`src/rtl/pipe_skid_buf.sv`:
```
// pipe_skid_buf: two-entry valid/ready stage with registered in_ready.
// Optional stall counter enabled by PIPE_SKID_PERF_EN.
module pipe_skid_buf #(
  parameter int WIDTH = 32,
  parameter int CNT_W = 16
) (
  input  logic             clk,
  input  logic             rst_n,
  input  logic             flush,
  input  logic             in_valid,
  output logic             in_ready,
  input  logic [WIDTH-1:0] in_data,
  output logic             out_valid,
  input  logic             out_ready,
  output logic [WIDTH-1:0] out_data,
  output logic [CNT_W-1:0] stall_cnt
);
  typedef enum logic [1:0] {EMPTY = 2'b00, BUSY = 2'b10, FULL = 2'b11} state_t;
  state_t state;
  logic [WIDTH-1:0] main_q, skid_q;
  logic main_v, skid_v, in_acc, out_acc;
  assign main_v = state[1];
  assign skid_v = state[0];
  // in_ready comes straight from the skid flop, so out_ready never reaches it
  assign in_ready = ~skid_v;
  assign out_valid = main_v;
  assign out_data = main_q;
  assign in_acc = in_valid && in_ready;
  assign out_acc = main_v && out_ready;
  always_ff @(posedge clk or negedge rst_n)
    if (!rst_n) begin
      state <= EMPTY;
      main_q <= '0;
      skid_q <= '0;
    end else if (flush) begin
      state <= EMPTY;
    end else begin
      case (state)
        EMPTY: if (in_acc) begin
          state <= BUSY;
          main_q <= in_data;
        end
        BUSY: if (in_acc && out_acc) begin
          main_q <= in_data;
        end else if (in_acc) begin
          state <= FULL;
          skid_q <= in_data;
        end else if (out_acc) begin
          state <= EMPTY;
        end
        FULL: if (out_acc) begin
          state <= BUSY;
          main_q <= skid_q;
        end
        default: state <= EMPTY;
      endcase
    end
`ifdef PIPE_SKID_PERF_EN
  always_ff @(posedge clk or negedge rst_n)
    if (!rst_n) stall_cnt <= '0;
    else if (main_v && !out_ready && stall_cnt != '1) stall_cnt <= stall_cnt + CNT_W'(1);
`else
  assign stall_cnt = '0;
`endif
endmodule

```
`config.mk`:
```
export PLATFORM = sky130hd
export DESIGN_NAME = pipe_skid_buf
export DESIGN_NICKNAME = d
export VERILOG_FILES = /design/src/rtl/pipe_skid_buf.sv
export SDC_FILE = /design/constraint.sdc
export NUM_CORES = 1
export LEC_CHECK = 0
export ABC_AREA = 0
export BUFFER_PORTS_ARGS = -buffer_cell sky130_fd_sc_hd__buf_4
export CAP_MARGIN = 15
export CELL_PAD_IN_SITES_DETAIL_PLACEMENT = 1
export CELL_PAD_IN_SITES_GLOBAL_PLACEMENT = 1
export CORE_AREA = 4 4 97 99
export DETAILED_ROUTE_END_ITERATION = 6
export DIE_AREA = 0 0 101 103
export PLACE_DENSITY_LB_ADDON = 0.05
export SLEW_MARGIN = 5
export SYNTH_ARGS = -nofsm -noshare
export SYNTH_HDL_FRONTEND = slang
export SYNTH_SLANG_ARGS = --single-unit
```
`constraint.sdc`:
```
create_clock -name clk -period 2.15 [get_ports clk]
set_clock_uncertainty 0.1 [all_clocks]
set_input_delay 0.43 -clock clk [delete_from_list [all_inputs] [get_ports clk]]
set_output_delay 0.43 -clock clk [all_outputs]
set_load 0.005 [all_outputs]
```
=== Word-level counts from Yosys, hierarchy flattened ===
Cells that the tools add are included.

* Eq/ne operators: 9
* Muxes and demuxes: 11
* Bitwise logic cells: 3
* Reduce and logical (&&, ||, !) cells: 8

{| class="wikitable"
|+ Operators with widths
! kind !! count
|-
| $mux 32 || 3
|-
| $pmux 32 s3 || 1
|-
| $mux 2 || 6
|-
| $ne 3x3->1 const B || 3
|-
| $reduce_and 4->1 || 2
|-
| $ne 2x2->1 const B || 3
|-
| $pmux 2 s3 || 1
|-
| $reduce_and 5->1 || 1
|-
| $eq 2x2->1 const B || 2
|-
| $ne 4x4->1 const B || 1
|-
| $logic_and 1x1->1 || 3
|-
| $not 1->1 || 3
|-
| $reduce_bool 3->1 || 1
|-
| $logic_not 2->1 || 1
|}

* Register bits after elaboration: 66
* Output and inout port bits: 50

=== Depth between registers and ports, before layout ===
Gate-level depths: netlist of run 1.

* Word-level depth: 6
* Gate-level depth with buffers: 7

=== Worst setup path after synthesis of run 1 ===
No wires, ideal clock.

* Path kind: reg-to-reg
* Start point: register state[1]
* End point: register main_q[0], in the netlist out_data[0]
* Library setup time: 0.125 ns
* Data arrival time: 2.072 ns
* Required time: 1.925 ns
* Slack: -0.147 ns
* Stages on the path, launching flop included: 8
* Period minus slack after synthesis: 2.297 ns
* Path through: dfrtp_1 -> ha_1 -> clkbuf_1 -> a22o_1 -> or4b_1 -> buf_2 -> buf_6 -> mux2_4

* Cells in the longest elaborated chain, start to end: 4
* Elaborated cells between the ends (all ways): 11
* Classes of those cells: 5 x eq/ne; 1 x mux; 5 x reduce/logical

{| class="wikitable"
|+ Ends and longest elaborated chain
! element !! line !! text
|-
| start, declared || 19 || <nowiki>state_t state;</nowiki>
|-
| start signal, assigned || 32 || <nowiki>state <= EMPTY;</nowiki>
|-
| start signal, assigned || 36 || <nowiki>state <= EMPTY;</nowiki>
|-
| start signal, assigned || 40 || <nowiki>state <= BUSY;</nowiki>
|-
| $logic_and 1x1->1 || 29 || <nowiki>assign out_acc = main_v && out_ready;</nowiki>
|-
| $logic_and 1x1->1 || 43 || <nowiki>BUSY: if (in_acc && out_acc) begin</nowiki>
|-
| $ne 2x2->1 (no line) || n/a ||
|-
| $reduce_and 5->1 (no line) || n/a ||
|-
| end signal, assigned || 41 || <nowiki>main_q <= in_data;</nowiki>
|-
| end signal, assigned || 44 || <nowiki>main_q <= in_data;</nowiki>
|-
| end signal, assigned || 53 || <nowiki>main_q <= skid_q;</nowiki>
|-
| end, declared || 20 || <nowiki>logic [WIDTH-1:0] main_q, skid_q;</nowiki>
|}

Several ways; a longest one is shown, not always the timed one.
A chain may end at the register's enable or synchronous reset.

=== Worst setup path after layout of run 1 ===
* Start point: register state[1]
* End point: register main_q[18], in the netlist out_data[18]

Same word-level chain as after synthesis.

==> results_dict.tcl, run 1 <==
set metrics [dict create \
    yosysWarningCount 0 \
    overflow 0 \
    postCtsSetupBuffers 0 \
    crit_path_start_kind "flip-flop" \
    n_fill_cell 883 \
    path_class "flip-flop to flip-flop" \
    num_rows 34 \
    worstPathMaxFanout 16 \
    core_um2 8550 \
    final_cell_mix "buf_4, mux2_2, dfrtp_1, mux2_4, conb_1" \
    nNetsFinal 340 \
    place_congestion 0.723 \
    initial_utilization 0.376 \
    preCtsSetupSlack_ps -168 \
    startpoint "state[1]$_DFFE_PN0P_" \
    ys_seq_elements 66 \
    synth.distinct_cells 25 \
    min-delay-start "flush" \
    grt_pass1_vias 2087 \
    cts_buffers 9 \
    ctsHtreeMaxLevel 3 \
    die_area_um2 10400 \
    drt_iter0_markers 32 \
    syn_inst 214 \
    grt_usage 0.134 \
    fmax_mhz 472 \
    reg2reg_to "out_data[18]$_DFFE_PN0P_" \
    hold_path_class "input port to flip-flop" \
    synth.avg_cell_area_um2 15.0 \
    ant_nets 0 \
    required_ps 2270 \
    yosysSeqAreaShare 0.514 \
    io_buffers 70 \
    worstSetupEndpointType "flip-flop" \
    hold_violations 0 \
    synth_area_um2 3220 \
    drive_gt1_frac 0.661 \
    clock_latency_ps 330 \
    antenna_cells 0 \
    drv_slew 0 \
    status "completed" \
    setup_slack_ps 30.6 \
    power_density_nw_per_um2 1300 \
    p_leak_nw 1.99 \
    grt_max_degree 39 \
    wl_mm 6.63 \
    viasPerCell 4.62 \
    timing.hold.ws_ps 195 \
    die-width_um 101 \
    irDropWorstVdd_v 0.000648 \
    fin_crit_sh 0.986 \
    finalSetupViolCount 0 \
    reg2reg_from "state[1]$_DFFE_PN0P_" \
    drt-wirelength-per-cell_um 16.1 \
    max-cap-violations 0 \
    ctsLongestPathBuffers 2 \
    antenna_found_initial 0 \
    drc 0 \
    critPathCapture "out_data[18]$_DFFE_PN0P_" \
    grt_setup_unrepaired "true" \
    final_common_cell "buf_4" \
    drtPass1Iterations 3 \
    grt_first_pass_wirelength_mm 10.7 \
    min_period_ps 2120 \
    root_buffer "clkbuf_8" \
    die_height_um 103 \
    via_count 1904 \
    clk_pin_slew_ps 70 \
    arrival_ps 2240 \
    areaGrowthSynthToFinish_pct 29.1 \
    rrSetupSlack_ps 30 \
    cts_sinks 66 \
    hpwl_mm 4.57 \
    worst_r2r_path_depth 6 \
    pin_count 87 \
    cts_tree "built" \
]
-- synth_stat cells --
library cell	n	area share
mux2_4	30	0.14
nand4_1	1	0.0019
a21oi_1	1	0.0016
nand3_1	1	0.0016
inv_1	2	0.0023
or4b_2	1	0.0031
o21ai_0	3	0.0047
nor2b_1	1	0.0019
buf_6	3	0.011
xnor2_1	1	0.0027
nand2b_1	1	0.0019
buf_2	1	0.0016
nor2_1	1	0.0012
dfrtp_1	66	0.51
and2_1	2	0.0039
or4b_1	1	0.0031
mux2_2	66	0.23
a22o_1	1	0.0027
a2111o_1	1	0.0035
conb_1	1	0.0012
a32oi_1	1	0.0027
nand2_2	1	0.0019
ha_1	4	0.016
buf_4	16	0.037
clkbuf_1	7	0.0082
-- stage by stage --
step | cell area [um2] | setup TNS [ps] | std cells | power, W | utilization
after floorplan | 3280 | -3550 | 229 | 0.00338 | -
after global placement | 3890 | -4730 | 395 | 0.00418 | 0.455
after detailed placement | 3890 | -4860 | 395 | 0.00424 | 0.455
after CTS | 4150 | 0 | 412 | 0.00550 | 0.486
after global routing | 4150 | -399 | 412 | 0.00577 | 0.486
final | 4150 | 0 | 412 | 0.00540 | 0.486
-- flip-flops by register name (all words and copies together), names as in the netlist --
signal and flops:
state 2, skid_q 32, out_data 32
-- final cells by class --
type | instances | area (um2) | area share
clock buffers | 10 | 138 | 0.0331
clock inverters | 6 | 88.8 | 0.0214
inverters | 2 | 7.51 | 0.00181
multi-input cells | 134 | 1430 | 0.345
flip-flops and latches | 66 | 1650 | 0.398
well taps | 108 | 135 | 0.0325
repair buffers | 86 | 698 | 0.168
-- power by group --
part	internal (W)	total, W	switching (W)
sequential	0.00187	0.00220	0.000335
clock	0.000686	0.00118	0.000494
combinational	0.00138	0.00201	0.000632
total	0.00394	0.00540	0.00146
-- worst max-delay path: stages, from the launching register on --
cell and delay [ps]:
dfrtp_1 400, buf_4 150, nand2_2 80, a22o_1 250, or4b_4 530, buf_12 190
mux2_4 300
-- timing repair --
action / in CTS / in global routing
hold buffers: 1 / 0
resized for setup: 7 / 0
endpoints found under the setup margin: 32 / 28
hold endpoints to repair: 28 / 0
-- cells by family (layout without fill, tap and decap cells) --
logic type               count (synthesis)  count (layout)  share of synthesized area
flip-flops                              66              66                      0.514
buffers and inverters                   29             104                     0.0599
adder cells (fa/ha/maj)                  4               4                     0.0156
AO/OA/AOI/OAI                            7               7                     0.0152
multiplexers                            96              96                      0.371
XOR/XNOR                                 1               1                    0.00272
other                                    1              16                    0.00117
AND/OR/NAND/NOR                         10              10                     0.0206
-- routing by layer --
metal | up-vias | global-route usage | routed length (um)
met4 | 0 | 0.0368 | 65
met2 | 50 | 0.223 | 3280
met5 | - | 0 | 0
met3 | 5 | 0.0555 | 441
li1 | 895 | - | -
met1 | 954 | 0.161 | 2850
-- worst min path at each step --
stage,endpoint,cells past startpoint
after global placement,out_data[4]$_DFFE_PN0P_,1
after CTS,state[0]$_DFFE_PN0P_,2
final,state[0]$_DFFE_PN0P_,2
after floorplan,out_data[0]$_DFFE_PN0P_,0
after detailed placement,out_data[4]$_DFFE_PN0P_,1
after global routing,state[0]$_DFFE_PN0P_,2
(Power assumes the default switching activity.)
==> run 2: changes to the inputs <==
Settings changed: ABC_AREA 0 to 1, CORE_AREA 4 4 97 99 to 4 4 103 105, DIE_AREA 0 0 101 103 to 0 0 107 109.
==> results_dict.tcl, run 2 <==
set metrics [dict create \
    place_congestion 0.751 \
    io_buffers 70 \
    drt-wirelength-per-cell_um 12.8 \
    power_density_nw_per_um2 1260 \
    fmax_mhz 565 \
    areaGrowthSynthToFinish_pct 26.2 \
    timing.hold.ws_ps 206 \
    worstSetupEndpointType "flip-flop" \
    hold_path_class "input port to flip-flop" \
    num_rows 36 \
    viasPerCell 4.41 \
    reg2reg_from "state[0]$_DFFE_PN0P_" \
    holdPathStages 3 \
    clk_pin_slew_ps 80 \
    finalSetupViolCount 0 \
    root_buffer "clkbuf_8" \
    multi_input_area_um2 1220 \
    yosys.area.top_type "dfrtp_1" \
    synth_area_um2 3200 \
    status "completed" \
    hold_violations 0 \
    required_ps 2310 \
    arrival_ps 1930 \
    max-cap-violations 0 \
    regArea_um2 1650 \
    path_class "flip-flop to flip-flop" \
    startpoint "state[0]$_DFFE_PN0P_" \
    irDropWorstVdd_v 0.000398 \
    postCtsSetupBuffers 0 \
    die_area_um2 11700 \
    drt_iter0_markers 64 \
    syn_inst 401 \
    wl_mm 7.79 \
    min_period_ps 1770 \
    final_util 0.419 \
    p_leak_nw 2.11 \
    ctsHtreeMaxLevel 3 \
    tightest_slew_ps 506 \
    nNetsFinal 512 \
    dominantRegCellSynth "dfrtp_1" \
    grt_setup_unrepaired "false" \
    final_cell_mix "nand2_1, buf_4, dfrtp_1, inv_1, o21ai_0" \
    synth_top_cell_area_share 0.516 \
    antenna_cells 0 \
    synth.distinct_cells 20 \
    yosysSeqAreaShare 0.516 \
    slew-limit-headroom 0.663 \
    final_common_cell "nand2_1" \
    initial_utilization 0.332 \
    synth-edff-count 0 \
    drc 0 \
    grt_pass1_vias 2750 \
    synth.avg_cell_area_um2 7.98 \
    grt_usage 0.142 \
    drv_slew 0 \
    core_um2 9640 \
    ctsLongestPathBuffers 2 \
    antenna_found_initial 0 \
    grt_first_pass_wirelength_mm 13.1 \
    fin_crit_sh 0.823 \
    die_height_um 109 \
    setup-tns-final_ps 0 \
    yosysMostFrequentCell "nand2_1" \
    grt_max_degree 65 \
    ant_nets 0 \
    overflow 0 \
    worstPathMaxFanout 64 \
    die-width_um 107 \
    cts_buffers 9 \
    clock_latency_ps 340 \
    drtPass1Iterations 4 \
    cts_tree "built" \
    synth_area_leaders "dfrtp_1, nand2_1, o21ai_0, inv_1, buf_4" \
    hpwl_mm 5.38 \
    worst_r2r_path_depth 7 \
    ys_top_cells_by_count "nand2_1, dfrtp_1, inv_1" \
    drive_gt1_frac 0.221 \
    ys_seq_elements 66 \
    crit_path_start_kind "flip-flop" \
    yosysWarningCount 0 \
    pin_count 87 \
    via_count 2688 \
    synthArstFlopShare 1.00 \
    min-delay-start "in_data[24]" \
    n_fill_cell 1250 \
    cts_sinks 66 \
]
[run 2: cell count changes after synthesis, moves of 2 or more]
cell and change:
a21oi_1 +27, and2_1 -2, buf_2 +8, buf_4 +3, clkbuf_1 -3, inv_1 +37, mux2_2 -66, mux2_4 -30
nand2_1 +144, nand2_2 +3, nand3_1 +4, nor2_1 +30, o21ai_0 +35
[run 2: critical path, cell delays in order (launching register included)]
cell and delay, ps:
dfrtp_1 440, inv_2 140, ha_1 270, nand3_4 150
nor2_8 120, buf_12 260, nor2_1 70, a21oi_1 130
[run 2: cell families (layout without fill, tap and decap cells)]
family | Yosys count | in the layout | synth area share
and+or+nand+nor | 188 | 188 | 0.240
buffers and inverters | 75 | 135 | 0.121
AOI/OAI and AO/OA | 67 | 67 | 0.106
DFF | 66 | 66 | 0.516
adders and majority gates | 4 | 4 | 0.0156
other | 1 | 16 | 0.00117
[run 2: routing by layer]
metal | GRT usage | share of wire | vias to the layer above
li1 | - | - | 1336
met1 | 0.175 | 0.45 | 1294
met2 | 0.246 | 0.50 | 50
met3 | 0.0379 | 0.044 | 8
met4 | 0.0411 | 0.011 | 0
met5 | 0 | 0 | -
[run 2: final timing paths]
path                                             to  slack, ps
hold reg to reg            out_data[26]$_DFFE_PN0P_        370
min in group asynchronous  out_data[30]$_DFFE_PN0P_        510
max in group asynchronous     skid_q[2]$_DFFE_PN0P_        870
setup / recovery             skid_q[29]$_DFFE_PN0P_        380
setup reg to reg             skid_q[29]$_DFFE_PN0P_        380
hold / removal               skid_q[24]$_DFFE_PN0P_        210
[run 2: power by group]
part	leakage, nW	internal [W]	switching (W)	total [W]
Sequential	0.784	0.00184	0.000327	0.00217
Clock	0.112	0.000687	0.000512	0.00120
Combinational	1.21	0.000828	0.000905	0.00173
Total	2.11	0.00336	0.00174	0.00510
[run 2: what timing repair did]
action,CTS,global route
endpoints found under the hold margin,33,0
gates resized for setup,0,0
hold buffers,1,0
setup endpoints to repair,0,0
[run 2: layout make-up]
| type | count | area share |
|---|---|---|
| flip-flops and latches | 66 | 0.409 |
| multi-input cells | 275 | 0.302 |
| repair buffers | 79 | 0.154 |
| well taps | 133 | 0.0412 |
| inverters | 40 | 0.0372 |
| clock buffers | 10 | 0.0341 |
| clock inverters | 6 | 0.0223 |
[run 2: through the flow]
step	worst slack (ps)	instance area (um2)	std cells	power [W]
floorplan	593	3260	416	0.00317
global placement	393	3800	592	0.00393
detailed placement	352	3800	592	0.00399
CTS	333	4040	609	0.00522
global route	135	4040	609	0.00557
finish	382	4040	609	0.00510
